`src/rtl/alu_issue_pkg.sv`:
```
// ---------------------------------------------------------------------------
// alu_issue_pkg
// Shared types and constants for the ALU operand-issue stage.
//   - issue_state_e : issue FSM state encoding (IDLE / SETTLE / HOLD)
//   - DEF_*         : default operand width, settle time and queue depth
//   - CNT_W         : width of the settle down-counter
//   - ISSUE_CNT_W   : width of the completed-operation counter
//   - settle_load() : counter preload value for a given settle time
// ---------------------------------------------------------------------------
package alu_issue_pkg;

    localparam int unsigned DEF_WIDTH      = 32;
    localparam int unsigned DEF_SETTLE_CYC = 2;
    localparam int unsigned DEF_DEPTH      = 4;

    localparam int unsigned CNT_W       = 4;
    localparam int unsigned ISSUE_CNT_W = 16;

    typedef enum logic [1:0] {
        ST_IDLE   = 2'd0,
        ST_SETTLE = 2'd1,
        ST_HOLD   = 2'd2
    } issue_state_e;

    // The counter is loaded on the operand-load edge and counts down to 0;
    // the edge on which it is seen at 0 samples Result. Loading cyc-1 puts
    // that sample exactly cyc edges after the load.
    function automatic logic [CNT_W-1:0] settle_load(input int unsigned cyc);
        return CNT_W'(cyc - 1);
    endfunction

endpackage

```
`src/rtl/alu_op_fifo.sv`:
```
// ---------------------------------------------------------------------------
// alu_op_fifo
// Synchronous FIFO holding queued operand pairs.
// Ports:
//   clk_i   : clock, all state on rising edge
//   srst_i  : synchronous active-high reset (empties the queue)
//   push_i  : write din_i at this edge (ignored when full)
//   pop_i   : advance the read pointer at this edge (ignored when empty)
//   din_i   : entry to write
//   dout_o  : current head entry (valid while empty_o=0)
//   full_o  : queue holds DEPTH entries
//   empty_o : queue holds no entries
// ---------------------------------------------------------------------------
module alu_op_fifo #(
    parameter int unsigned DW    = 64,
    parameter int unsigned DEPTH = 4
) (
    input  logic          clk_i,
    input  logic          srst_i,
    input  logic          push_i,
    input  logic          pop_i,
    input  logic [DW-1:0] din_i,
    output logic [DW-1:0] dout_o,
    output logic          full_o,
    output logic          empty_o
);

    localparam int unsigned AW = (DEPTH > 1) ? $clog2(DEPTH) : 1;
    localparam logic [AW:0] PTR_ONE = (AW+1)'(1);

    // Pointers carry one extra wrap bit so full and empty are distinguishable
    // when the index bits coincide.
    logic [AW:0]   wr_ptr_q;
    logic [AW:0]   rd_ptr_q;
    logic [DW-1:0] mem_q [DEPTH];

    logic          wr_en;
    logic          rd_en;
    logic [AW-1:0] wr_idx;
    logic [AW-1:0] rd_idx;

    assign wr_idx  = wr_ptr_q[AW-1:0];
    assign rd_idx  = rd_ptr_q[AW-1:0];
    assign empty_o = (wr_ptr_q == rd_ptr_q);
    assign full_o  = (wr_ptr_q[AW] != rd_ptr_q[AW]) && (wr_idx == rd_idx);
    assign wr_en   = push_i && !full_o;
    assign rd_en   = pop_i && !empty_o;

    // The head is read combinationally: the issue FSM loads ArgA/ArgB on the
    // same edge it pops, so a registered read would cost a cycle of latency.
    assign dout_o = mem_q[rd_idx];

    genvar gi;
    generate
        for (gi = 0; gi < DEPTH; gi++) begin : g_entry
            localparam logic [AW-1:0] ENTRY_IDX = AW'(gi);
            always_ff @(posedge clk_i) begin
                if (wr_en && (wr_idx == ENTRY_IDX)) begin
                    mem_q[gi] <= din_i;
                end
            end
        end
    endgenerate

    always_ff @(posedge clk_i) begin
        if (srst_i) begin
            wr_ptr_q <= '0;
            rd_ptr_q <= '0;
        end else begin
            if (wr_en) begin
                wr_ptr_q <= wr_ptr_q + PTR_ONE;
            end
            if (rd_en) begin
                rd_ptr_q <= rd_ptr_q + PTR_ONE;
            end
        end
    end

endmodule

```
`src/rtl/alu_issue_ctrl.sv`:
```
// ---------------------------------------------------------------------------
// alu_issue_ctrl
// Operand issue / result capture stage around a combinational-settle ALU.
// Operand pairs are queued, driven onto ArgA/ArgB, held for SETTLE_CYC edges,
// then the ALU Result is captured and offered downstream.
// Ports:
//   Clk        : clock
//   Rst        : synchronous active-high reset
//   InValid    : upstream operand pair valid
//   InReady    : queue can accept (0 while Rst=1)
//   InA, InB   : operand pair
//   ArgA, ArgB : registered operands to the ALU
//   Result     : ALU result
//   OutValid   : OutData holds a captured result
//   OutReady   : downstream accepts the result
//   OutData    : captured result
//   Busy       : queue non-empty or an operation in flight
//   IssueCount : completed operations, wraps modulo 2^16
// ---------------------------------------------------------------------------
module alu_issue_ctrl
    import alu_issue_pkg::*;
#(
    parameter int unsigned WIDTH      = DEF_WIDTH,
    parameter int unsigned SETTLE_CYC = DEF_SETTLE_CYC,
    parameter int unsigned DEPTH      = DEF_DEPTH
) (
    input  logic                   Clk,
    input  logic                   Rst,
    input  logic                   InValid,
    output logic                   InReady,
    input  logic [WIDTH-1:0]       InA,
    input  logic [WIDTH-1:0]       InB,
    output logic [WIDTH-1:0]       ArgA,
    output logic [WIDTH-1:0]       ArgB,
    input  logic [WIDTH-1:0]       Result,
    output logic                   OutValid,
    input  logic                   OutReady,
    output logic [WIDTH-1:0]       OutData,
    output logic                   Busy,
    output logic [ISSUE_CNT_W-1:0] IssueCount
);

    localparam logic [CNT_W-1:0]       SETTLE_LOAD = settle_load(SETTLE_CYC);
    localparam logic [CNT_W-1:0]       CNT_ONE     = CNT_W'(1);
    localparam logic [ISSUE_CNT_W-1:0] ISSUE_ONE   = ISSUE_CNT_W'(1);

    issue_state_e           state_q,     state_d;
    logic [CNT_W-1:0]       cnt_q,       cnt_d;
    logic [WIDTH-1:0]       arg_a_q,     arg_a_d;
    logic [WIDTH-1:0]       arg_b_q,     arg_b_d;
    logic [WIDTH-1:0]       out_data_q,  out_data_d;
    logic                   out_valid_q, out_valid_d;
    logic [ISSUE_CNT_W-1:0] issue_cnt_q, issue_cnt_d;

    logic                 fifo_full;
    logic                 fifo_empty;
    logic [2*WIDTH-1:0]   fifo_dout;
    logic                 push;
    logic                 pop;

    // InReady depends only on queue occupancy and reset; a pop on the same
    // edge does not open a slot early.
    assign InReady = !fifo_full && !Rst;
    assign push    = InValid && InReady;

    alu_op_fifo #(
        .DW    (2 * WIDTH),
        .DEPTH (DEPTH)
    ) u_fifo (
        .clk_i   (Clk),
        .srst_i  (Rst),
        .push_i  (push),
        .pop_i   (pop),
        .din_i   ({InB, InA}),
        .dout_o  (fifo_dout),
        .full_o  (fifo_full),
        .empty_o (fifo_empty)
    );

    always_comb begin
        state_d     = state_q;
        cnt_d       = cnt_q;
        arg_a_d     = arg_a_q;
        arg_b_d     = arg_b_q;
        out_data_d  = out_data_q;
        out_valid_d = out_valid_q;
        issue_cnt_d = issue_cnt_q;
        pop         = 1'b0;

        case (state_q)
            ST_IDLE: begin
                if (!fifo_empty) begin
                    pop     = 1'b1;
                    arg_a_d = fifo_dout[WIDTH-1:0];
                    arg_b_d = fifo_dout[2*WIDTH-1:WIDTH];
                    cnt_d   = SETTLE_LOAD;
                    state_d = ST_SETTLE;
                end
            end

            ST_SETTLE: begin
                if (cnt_q == '0) begin
                    out_data_d  = Result;
                    out_valid_d = 1'b1;
                    state_d     = ST_HOLD;
                end else begin
                    cnt_d = cnt_q - CNT_ONE;
                end
            end

            ST_HOLD: begin
                if (OutReady) begin
                    out_valid_d = 1'b0;
                    issue_cnt_d = issue_cnt_q + ISSUE_ONE;
                    // Back-to-back: the next pair goes to the ALU on the
                    // same edge the current result is handed off.
                    if (!fifo_empty) begin
                        pop     = 1'b1;
                        arg_a_d = fifo_dout[WIDTH-1:0];
                        arg_b_d = fifo_dout[2*WIDTH-1:WIDTH];
                        cnt_d   = SETTLE_LOAD;
                        state_d = ST_SETTLE;
                    end else begin
                        state_d = ST_IDLE;
                    end
                end
            end

            default: begin
                state_d = ST_IDLE;
            end
        endcase
    end

    always_ff @(posedge Clk) begin
        if (Rst) begin
            state_q     <= ST_IDLE;
            cnt_q       <= '0;
            arg_a_q     <= '0;
            arg_b_q     <= '0;
            out_data_q  <= '0;
            out_valid_q <= 1'b0;
            issue_cnt_q <= '0;
        end else begin
            state_q     <= state_d;
            cnt_q       <= cnt_d;
            arg_a_q     <= arg_a_d;
            arg_b_q     <= arg_b_d;
            out_data_q  <= out_data_d;
            out_valid_q <= out_valid_d;
            issue_cnt_q <= issue_cnt_d;
        end
    end

    assign ArgA       = arg_a_q;
    assign ArgB       = arg_b_q;
    assign OutData    = out_data_q;
    assign OutValid   = out_valid_q;
    assign IssueCount = issue_cnt_q;
    assign Busy       = !fifo_empty || (state_q != ST_IDLE);

endmodule
```
`config.mk`:
```
export PLATFORM = sky130hd
export DESIGN_NAME = alu_issue_ctrl
export DESIGN_NICKNAME = d
export VERILOG_FILES = /design/src/rtl/alu_issue_pkg.sv /design/src/rtl/alu_op_fifo.sv /design/src/rtl/alu_issue_ctrl.sv
export SDC_FILE = /design/constraint.sdc
export NUM_CORES = 1
export LEC_CHECK = 0
export CORE_MARGIN = 2
export CORE_UTILIZATION = 53
export DETAILED_ROUTE_END_ITERATION = 6
export PLACE_DENSITY = 0.85
export SLEW_MARGIN = 20
export SYNTH_ARGS = -nofsm -noshare
export SYNTH_HDL_FRONTEND = slang
export SYNTH_SLANG_ARGS = --single-unit
```
`constraint.sdc`:
```
create_clock -name Clk -period 4.2 [get_ports Clk]
set_clock_uncertainty 0.05 [all_clocks]
set_input_delay 1.05 -clock Clk [delete_from_list [all_inputs] [get_ports Clk]]
set_output_delay 1.05 -clock Clk [all_outputs]
set_load 0.01 [all_outputs]
```
# ---- After elaboration in Yosys (flattened, before gate mapping)
# Memory sizes are Yosys's and may differ from the RTL's. A register that Yosys moved wholly into a read port is not among the register bits.
# Index checks and enable logic that the tools add are counted.
dict set report op_classes {
  n_addsub 4
  n_eq_ne 12
  mux 40
  n_reduce_logical 29
}
# operator count
set ops {}
lappend ops {{64-bit two-way mux} 3}
lappend ops {{64-bit OR reduction} 3}
lappend ops {{32-bit two-way mux} 4}
lappend ops {{32-bit case mux with 2 select lines} 2}
lappend ops {{16-bit by 1-bit adder with 16-bit output, second input constant} 1}
lappend ops {{1-bit two-way mux} 16}
lappend ops {{2-bit two-way mux} 8}
lappend ops {{4-bit two-way mux} 3}
lappend ops {{4-bit case mux with 3 select lines} 1}
lappend ops {{1-bit logical AND} 9}
lappend ops {{3-bit AND reduction} 3}
lappend ops {{2-bit inequality test, second input constant} 4}
lappend ops {{3-bit by 1-bit adder with 3-bit output, second input constant} 2}
lappend ops {{2-bit == test, second input constant} 3}
lappend ops {{2-bit case mux with 3 select lines} 1}
lappend ops {{2-bit AND reduction} 3}
lappend ops {{2-bit nonzero test} 3}
lappend ops {{2-bit by 1-bit == test with 1-bit output, second input constant} 2}
lappend ops {{2-bit logical NOT} 2}
lappend ops {{4-bit logical NOT} 1}
lappend ops {{1-bit case mux with 2 select lines} 2}
lappend ops {{4-bit by 1-bit subtractor with 4-bit output, second input constant} 1}
lappend ops {{3-bit == test} 1}
lappend ops {{1-bit logical NOT} 3}
lappend ops {{4 further kinds} 4}
dict set report totals {
  reg_bits 125
  ram_bits 256
  input_bits 100
  output_inout_bits 115
  elab_cells 95
  n_memories 1
}
# memory depth word_bits rd rd_ports_with_merged_regs wr line
set mem_list {}
lappend mem_list {u_fifo.mem_q 4 64 1 1 1 alu_op_fifo.sv:35} ;# logic [DW-1:0] mem_q [DEPTH];

# ---- Logic depth before layout (Yosys ltp)
# Gate-level depths: netlist of run 1.
dict set report logic_depth {
  depth_word 13
  depth_mapped 7
  depth_no_buf 6
}

# ---- By module
# From an unflattened synthesis of run 1, not the netlist that was laid out.
dict set report hier_totals {
  cells_unflattened 947
  hier_area_um2 14158.6
}
# mod instances cells_per_inst area_each_um2 seq_area_each_um2
set modules_own_cells {}
lappend modules_own_cells {alu_op_fifo 1 402 9794.4 7847.5}
lappend modules_own_cells {alu_issue_ctrl 1 545 4364.2 2382.3}

# ---- Least setup slack after synthesis of run 1
# Ideal clock, no wire load.
dict set report synth_timing {
  kind {input-to-reg}
  startpoint {input port Rst}
  endpoint {memory u_fifo.mem_q[0][0], enable pin}
  setup_time_ps 429
  t_arrival_ps 2925
  required_ps 3721
  slack_ps 796
  stages 3
  n_path_buf 1
  path_cell_list {clkbuf_1 > nor2_1 > and2_1}
}
dict set report synth_via {
  elab_chain_cells 11
  word_cells_on_any_way 25
  classes_between {mux: 14; reduce/logical: 11}
}
# item line
set synth_rtl {}
lappend synth_rtl {{from (decl)} alu_issue_ctrl.sv:28} ;# input logic Rst,
lappend synth_rtl {{1-bit logical NOT (*)} alu_issue_ctrl.sv:63} ;# assign InReady = !fifo_full && !Rst;
lappend synth_rtl {{1-bit logical AND (*)} alu_issue_ctrl.sv:63}
lappend synth_rtl {{1-bit logical AND (*)} alu_issue_ctrl.sv:64} ;# assign push = InValid && InReady;
lappend synth_rtl {{1-bit logical AND (*)} alu_op_fifo.sv:46} ;# assign wr_en = push_i && !full_o;
lappend synth_rtl {{1-bit logical AND} alu_op_fifo.sv:58} ;# if (wr_en && (wr_idx == ENTRY_IDX)) begin
lappend synth_rtl {{1-bit two-way mux} alu_op_fifo.sv:58}
lappend synth_rtl {{1-bit two-way mux (implied by the code)} alu_op_fifo.sv:59} ;# mem_q[gi] <= din_i;
lappend synth_rtl {{64-bit OR reduction (no source line)} --}
lappend synth_rtl {{2-bit two-way mux (no source line) or 1-bit two-way mux (tied branches) (3 in series)} --}
lappend synth_rtl {{to (decl)} alu_op_fifo.sv:35}
# Every way passes the cells marked *; elsewhere a longest branch is shown, timed or not.

# ---- Final worst setup path of run 1
dict set report layout_timing {
  startpoint {register u_fifo.wr_ptr_q[1]}
  endpoint {output port InReady}
}
dict set report layout_via {
  elab_chain_cells 4
}
# item line
set layout_rtl {}
lappend layout_rtl {{from (decl)} alu_op_fifo.sv:33} ;# logic [AW:0] wr_ptr_q;
lappend layout_rtl {{from (signal assigned)} alu_op_fifo.sv:71} ;# wr_ptr_q <= wr_ptr_q + PTR_ONE;
lappend layout_rtl {{2-bit == test} alu_op_fifo.sv:45} ;# assign full_o = (wr_ptr_q[AW] != rd_ptr_q[AW]) && (wr_idx == rd_idx);
lappend layout_rtl {{1-bit logical AND} alu_op_fifo.sv:45}
lappend layout_rtl {{1-bit logical NOT} alu_issue_ctrl.sv:63}
lappend layout_rtl {{1-bit logical AND} alu_issue_ctrl.sv:63}
lappend layout_rtl {{to (decl)} alu_issue_ctrl.sv:30} ;# output logic InReady,
# No other way between the ends.

==> results of run 1 <==
## report_power, final
group	switching (uW)	total, uW	internal [uW]
clock network	1350	3240	1900
logic	1390	2770	1380
registers	395	4880	4480
total	3130	10900	7760
## cell families (layout without fill, tap and decap cells)
logic type | count (synthesis) | after routing | synth area share, %
flops | 383 | 383 | 73.18
simple gates | 263 | 263 | 7.913
compound gates | 126 | 126 | 4.843
mux | 66 | 66 | 10.45
buf+inv | 57 | 297 | 1.951
xor+xnor | 15 | 15 | 0.9399
fa+ha+maj | 8 | 8 | 0.7161
other cells | 0 | 3 | 0
## sequential cells by signal (all words and copies together) (netlist names), named ones only
register,flops
IssueCount,16
u_fifo.rd_ptr_q,3
ArgB,32
u_fifo.wr_ptr_q,3
OutValid,1
ArgA,32
cnt_q,4
u_fifo.mem_q,256
OutData,32
state_q,2
## critical path, stage by stage (launching register included)
cell and delay (ns):
dfxtp_1 0.42, xor2_1 0.50, nor2_1 0.14, a21oi_1 0.26, clkdlybuf4s50_1 0.58
## worst max path at each step
stage                       startpoint                  end  slack [ns]
floorplan                          Rst   u_fifo.mem_q[0][0]        0.80
detailed placement             InValid   u_fifo.mem_q[0][4]        0.95
CTS                 u_fifo.wr_ptr_q[1]              InReady        0.71
global route        u_fifo.wr_ptr_q[1]              InReady        0.60
finish              u_fifo.wr_ptr_q[1]              InReady        0.70
global placement               InValid  u_fifo.mem_q[1][12]        1.00
## Yosys cell counts (all sizes together)
library cell / n / area [um^2]
nand3b: 1 / 7.510
or3b: 1 / 8.760
nor2: 19 / 73.82
and2b: 1 / 7.510
clkbuf: 26 / 97.59
dfxtp: 127 / 2542
or2b: 1 / 7.510
mux2i: 2 / 20.02
a21oi: 111 / 555.5
edfxtp: 256 / 7687
o311a: 1 / 10.01
nand2b: 2 / 12.51
or4: 3 / 22.52
o32ai: 1 / 8.760
and4b: 1 / 10.01
and2: 4 / 25.02
or3: 7 / 43.79
nand4: 4 / 25.02
and4: 2 / 17.52
buf: 25 / 152.6
mux4: 64 / 1441
o311ai: 2 / 35.04
inv: 6 / 22.52
nor3: 5 / 25.02
nor3b: 1 / 7.510
o21ai: 6 / 30.03
nand2: 200 / 750.7
o31ai: 4 / 30.03
xnor2: 3 / 26.28
a211oi: 1 / 7.510
nand3: 10 / 55.05
and3: 1 / 6.260
xor2: 12 / 105.1
ha: 8 / 100.1
## cell type report
cell class,instances,area [um^2]
multi-input cells,478,3502
flip-flops and latches,383,10240
well taps,335,419.2
clock inverters,13,108.9
inverters,6,22.52
repair buffers,223,2270
diodes,3,7.507
fillers,1727,8313
clock buffers,55,1105
## routing by layer
metal  GRT usage (%)  vias up  wire length (um)
met4           6.147        0               683
met2           34.42      332             14060
met5               0        -                 0
li1                -     3817                 -
met3           4.647       55              2170
met1           28.06     4061             12020
## per-stage QoR
step                setup slack (ns)  cell area (um^2)  hold WS [ns]  total power, uW
floorplan                     0.7957             13980        0.4176             6515
global placement               1.004             16450        0.3913             7683
detailed placement            0.9542             16450        0.3961             7758
CTS                           0.7075             17660        0.4045            11010
global route                  0.6035             17660        0.4213            11430
finish                        0.7038             17670        0.4022            10890
==> impl_metrics.py, run 1 <==
metrics = {
    "run_status": {
        "status": "completed",
    },
    "worst_setup_path": {
        "arrival_ns": 2.40,
        "startpoint_type": "register",
        "rr_worst_depth": 5,
        "r2r_start": "u_fifo.wr_ptr_q[1]",
        "worstSetupPathType": "reg -> out",
        "r2r_slack_ns": 1.43,
        "end_kind": "output port",
        "worstReg2RegEnd": "u_fifo.mem_q[0][6]",
        "cp.required_ns": 3.10,
        "cp_max_fo": 5,
    },
    "die": {
        "die_x_um": 166.4,
        "rows": 59,
        "io_pins": 215,
        "core_mm2": 0.02598,
        "start_util_pct": 53.79,
        "die_h_um": 166.4,
        "die_area_mm2": 0.02769,
    },
    "yosys": {
        "mappedNetlistNets": 1026,
        "ys_seq_area_share_pct": 73.18,
        "syn-instance-count": 918,
        "syn_avg_cell_area_um2": 15.23,
        "syn_area_mm2": 0.01398,
        "ys_ff_latch": 383,
        "yosysWarnings": 0,
        "ys_types": 40,
    },
    "clock_tree": {
        "path_clk_slew_ns": 0.06,
        "numCtsBuffers": 38,
        "cts_sinks": 383,
        "postCtsSetupBuffers": 0,
        "post_cts_resize_count": 0,
        "cts_tree": "built",
        "postCtsHoldBufs": 0,
        "clk_latency_ns": 0.52,
        "clk_path_buf_depth": 3,
        "htree_levels": 2,
        "clockRootBuffer": "clkbuf_16",
    },
    "grt": {
        "grt_max_degree": 74,
        "antenna_found_initial": 3,
        "grt_overflow": 0,
        "grt_usage_pct": 20.83,
        "grt_first_pass_wirelength_um": 45620,
        "grt_pass1_vias": 8440,
    },
    "hold_path": {
        "hold_depth": 2,
        "hold_end": "ArgA[16]",
        "hold_path_class": "reg -> reg",
        "min_from": "ArgA[16]",
    },
    "timing": {
        "rsz0062_at_grt": "false",
        "post-route-period-util_pct": 83.24,
        "clock.fmax_ghz": 0.2860,
        "worst_pin_slew_ns": 1.079,
        "max-slew-margin-rel_pct": 27.90,
        "min_period_ns": 3.496,
        "setup_viol": 0,
        "finalSetupTns_ns": 0,
        "hold_viol": 0,
        "drv_slew": 0,
    },
    "detailed_routing": {
        "finalWirelength_um": 28930,
        "num_vias": 8265,
        "vias_per_cell": 5.525,
        "firstDrtPassIters": 5,
        "drc_errors": 0,
        "ant_nets": 0,
        "routedWlPerCell_um": 19.34,
        "first_iter_violations": 744,
    },
    "place": {
        "gp_congestion": 0.7890,
        "dp_hpwl_um": 17730,
        "place_inst": 1425,
        "port_buffers": 214,
    },
    "cells_and_area": {
        "nNetsFinal": 1238,
        "final_common_cell": "edfxtp_1",
        "finalNonFillerCells": 1496,
        "syn2layout_area_growth_pct": 26.42,
        "final_cell_mix": "edfxtp_1, clkdlybuf4s50_1, nand2_1",
        "drive_gt1_share_pct": 12.09,
        "post-route-util_pct": 68.01,
    },
    "run": {
        "max_cap_viol_count": 0,
    },
    "pwr": {
        "power_leakage_uw": 0.005797,
        "p_per_area_mw_per_mm2": 616.4,
        "irDropWorstVdd_v": 0.0003758,
    },
}
Note: power is estimated with default switching activity, not from simulation.
==> run 2: changes to the inputs <==
==> constraint.sdc (replaced) <==
create_clock -name Clk -period 3.6 [get_ports Clk]
set_clock_uncertainty 0.05 [all_clocks]
set_input_delay 0.9 -clock Clk [delete_from_list [all_inputs] [get_ports Clk]]
set_output_delay 0.9 -clock Clk [all_outputs]
set_load 0.01 [all_outputs]
==> impl_metrics.py, run 2 (synthesis gave the netlist of run 1 again) <==
metrics = {
    "worst_setup_path": {
        "end_kind": "output port",
        "startpoint": "u_fifo.wr_ptr_q[1]",
        "cp-endpoint": "InReady",
        "cp.required_ns": 2.65,
        "r2r_start": "u_fifo.wr_ptr_q[1]",
        "arrival_ns": 2.30,
        "slowest_delay_ns": 0.56,
        "startpoint_type": "register",
        "rr_worst_depth": 5,
        "crit_chain": "xor2_1 -> nor2_1 -> a21oi_1 -> clkdlybuf4s50_1",
        "worstSetupPathType": "reg -> out",
        "crit_slowest_cell": "clkdlybuf4s50_1",
        "r2r_slack_ns": 1.12,
        "worstReg2RegEnd": "u_fifo.mem_q[1][63]",
        "cp_max_fo": 5,
    },
    "clock_tree": {
        "path_clk_slew_ns": 0.06,
        "clk_path_buf_depth": 3,
        "postCtsHoldBufs": 0,
        "clockRootBuffer": "clkbuf_16",
        "clk_latency_ns": 0.52,
        "cts_sinks": 383,
        "post_cts_resize_count": 0,
        "htree_levels": 2,
        "postCtsSetupBuffers": 0,
        "numCtsBuffers": 37,
        "cts_tree": "built",
    },
    "place": {
        "dp_hpwl_um": 18600,
        "gp_congestion": 0.8058,
        "port_buffers": 214,
        "place_inst": 1434,
        "pre_cts_ws_ns": 0.7165,
    },
    "detailed_routing": {
        "ant_nets": 0,
        "finalWirelength_um": 29700,
        "first_iter_violations": 739,
        "met1_length_um": 12090,
        "routed-wl-met2_um": 14770,
        "top_layer_used": "met4",
        "drc_errors": 0,
        "routedWlPerCell_um": 19.78,
        "dr_wl_met3_um": 2073,
        "firstDrtPassIters": 6,
        "vias_per_cell": 5.580,
        "num_vias": 8381,
    },
    "timing": {
        "drv_slew": 0,
        "min_period_ns": 3.250,
        "rsz0062_at_grt": "false",
        "post-route-period-util_pct": 90.28,
        "finalSetupTns_ns": 0,
        "max-slew-margin-rel_pct": 27.91,
        "whs_ns": 0.4038,
        "clock.fmax_ghz": 0.3077,
        "hold_viol": 0,
        "setup_viol": 0,
        "setup_slack_ns": 0.3498,
        "worst_pin_slew_ns": 1.079,
    },
    "cells_and_area": {
        "largest_reg_flops": 256,
        "syn2layout_area_growth_pct": 27.05,
        "final_cell_mix": "edfxtp_1, clkdlybuf4s50_1, nand2_1",
        "final_common_cell": "edfxtp_1",
        "largest-register": "u_fifo.mem_q",
        "drive_gt1_share_pct": 12.51,
        "antenna_cells": 0,
        "nNetsFinal": 1246,
        "finalNonFillerCells": 1502,
    },
    "die": {
        "die_h_um": 166.4,
        "rows": 59,
        "die_x_um": 166.4,
        "io_pins": 215,
        "start_util_pct": 53.79,
        "die_area_mm2": 0.02769,
        "core_mm2": 0.02598,
    },
    "pwr": {
        "p_seq_share_pct": 44.1,
        "swShare_pct": 28.65,
        "p_sw_uw": 3703,
        "power_leakage_uw": 0.005850,
        "p_per_area_mw_per_mm2": 727.9,
        "clockPowerShare_pct": 30.3,
        "irDropWorstVdd_v": 0.0005717,
        "pwr-share-comb_pct": 25.6,
        "p_int_uw": 9224,
    },
    "grt": {
        "antenna_found_initial": 0,
        "grt_usage_pct": 21.24,
        "grt_overflow": 0,
        "grt_max_degree": 91,
        "grt_first_pass_wirelength_um": 46150,
        "grt_pass1_vias": 8528,
    },
    "run": {
        "max_cap_viol_count": 0,
    },
    "run_status": {
        "status": "completed",
    },
    "hold_path": {
        "hold_path_class": "reg -> reg",
    },
}
-- run 2: changes by cell type in the layout (fill, tap and decap cells not counted), moves of 2 or more --
cell,previous run,this run
clkbuf_8,9,4
diode_2,3,0
inv_1,8,6
bufinv_16,1,4
buf_4,5,14
clkinv_1,3,9
-- run 2: power groups by stage --
stage | logic [uW] | clock network (uW) | registers, uW
final | 3310 | 3920 | 5700
after global routing | 3580 | 4160 | 5790
after CTS | 3340 | 3990 | 5720
after detailed placement | 3320 | 0 | 5810
after global placement | 3240 | 0 | 5780
after floorplan | 1870 | 0 | 5730
-- run 2: cell type report --
type / count / area (um^2)
inverters: 6 / 22.52
flip-flops and latches: 383 / 10240
fillers: 1708 / 8225
well taps: 335 / 419.2
multi-input cells: 478 / 3497
clock buffers: 50 / 1057
clock inverters: 18 / 188.9
repair buffers: 232 / 2337
-- run 2: metrics by stage --
stage          utilization [%]  power [uW]  area, um^2
6_report                 68.35       12930       17760
3_5_place_dp             63.55        9127       16510
2_1_floorplan                -        7601       13980
4_1_cts                  68.35       13050       17760
5_1_grt                  68.35       13520       17760
3_3_place_gp             63.55        9020       16510
-- run 2: worst max-delay path: cells and delay by family, from the launching register on --
kind / cells / cell delay [ns]
AOI/OAI and AO/OA: 1 / 0.18
xor gates and xnor gates: 1 / 0.48
and+or+nand+nor: 1 / 0.16
buffers and inverters: 1 / 0.56
DFF: 1 / 0.42
-- run 2: per-layer routing --
metal  vias to the layer above  track usage (%)
met3                        54            4.766
li1                       3842                -
met4                         0            6.822
met2                       358            35.93
met5                         -                0
met1                      4127            27.57
-- run 2: worst min-delay path by stage --
stage	start	endpoint	slack (ns)	depth (start not counted)
floorplan	cnt_q[0]	cnt_q[0]	0.42	1
global placement	ArgA[27]	ArgA[27]	0.39	2
detailed placement	ArgA[27]	ArgA[27]	0.40	2
CTS	ArgA[27]	ArgA[27]	0.41	2
global route	ArgA[25]	ArgA[25]	0.42	2
finish	ArgA[16]	ArgA[16]	0.40	2
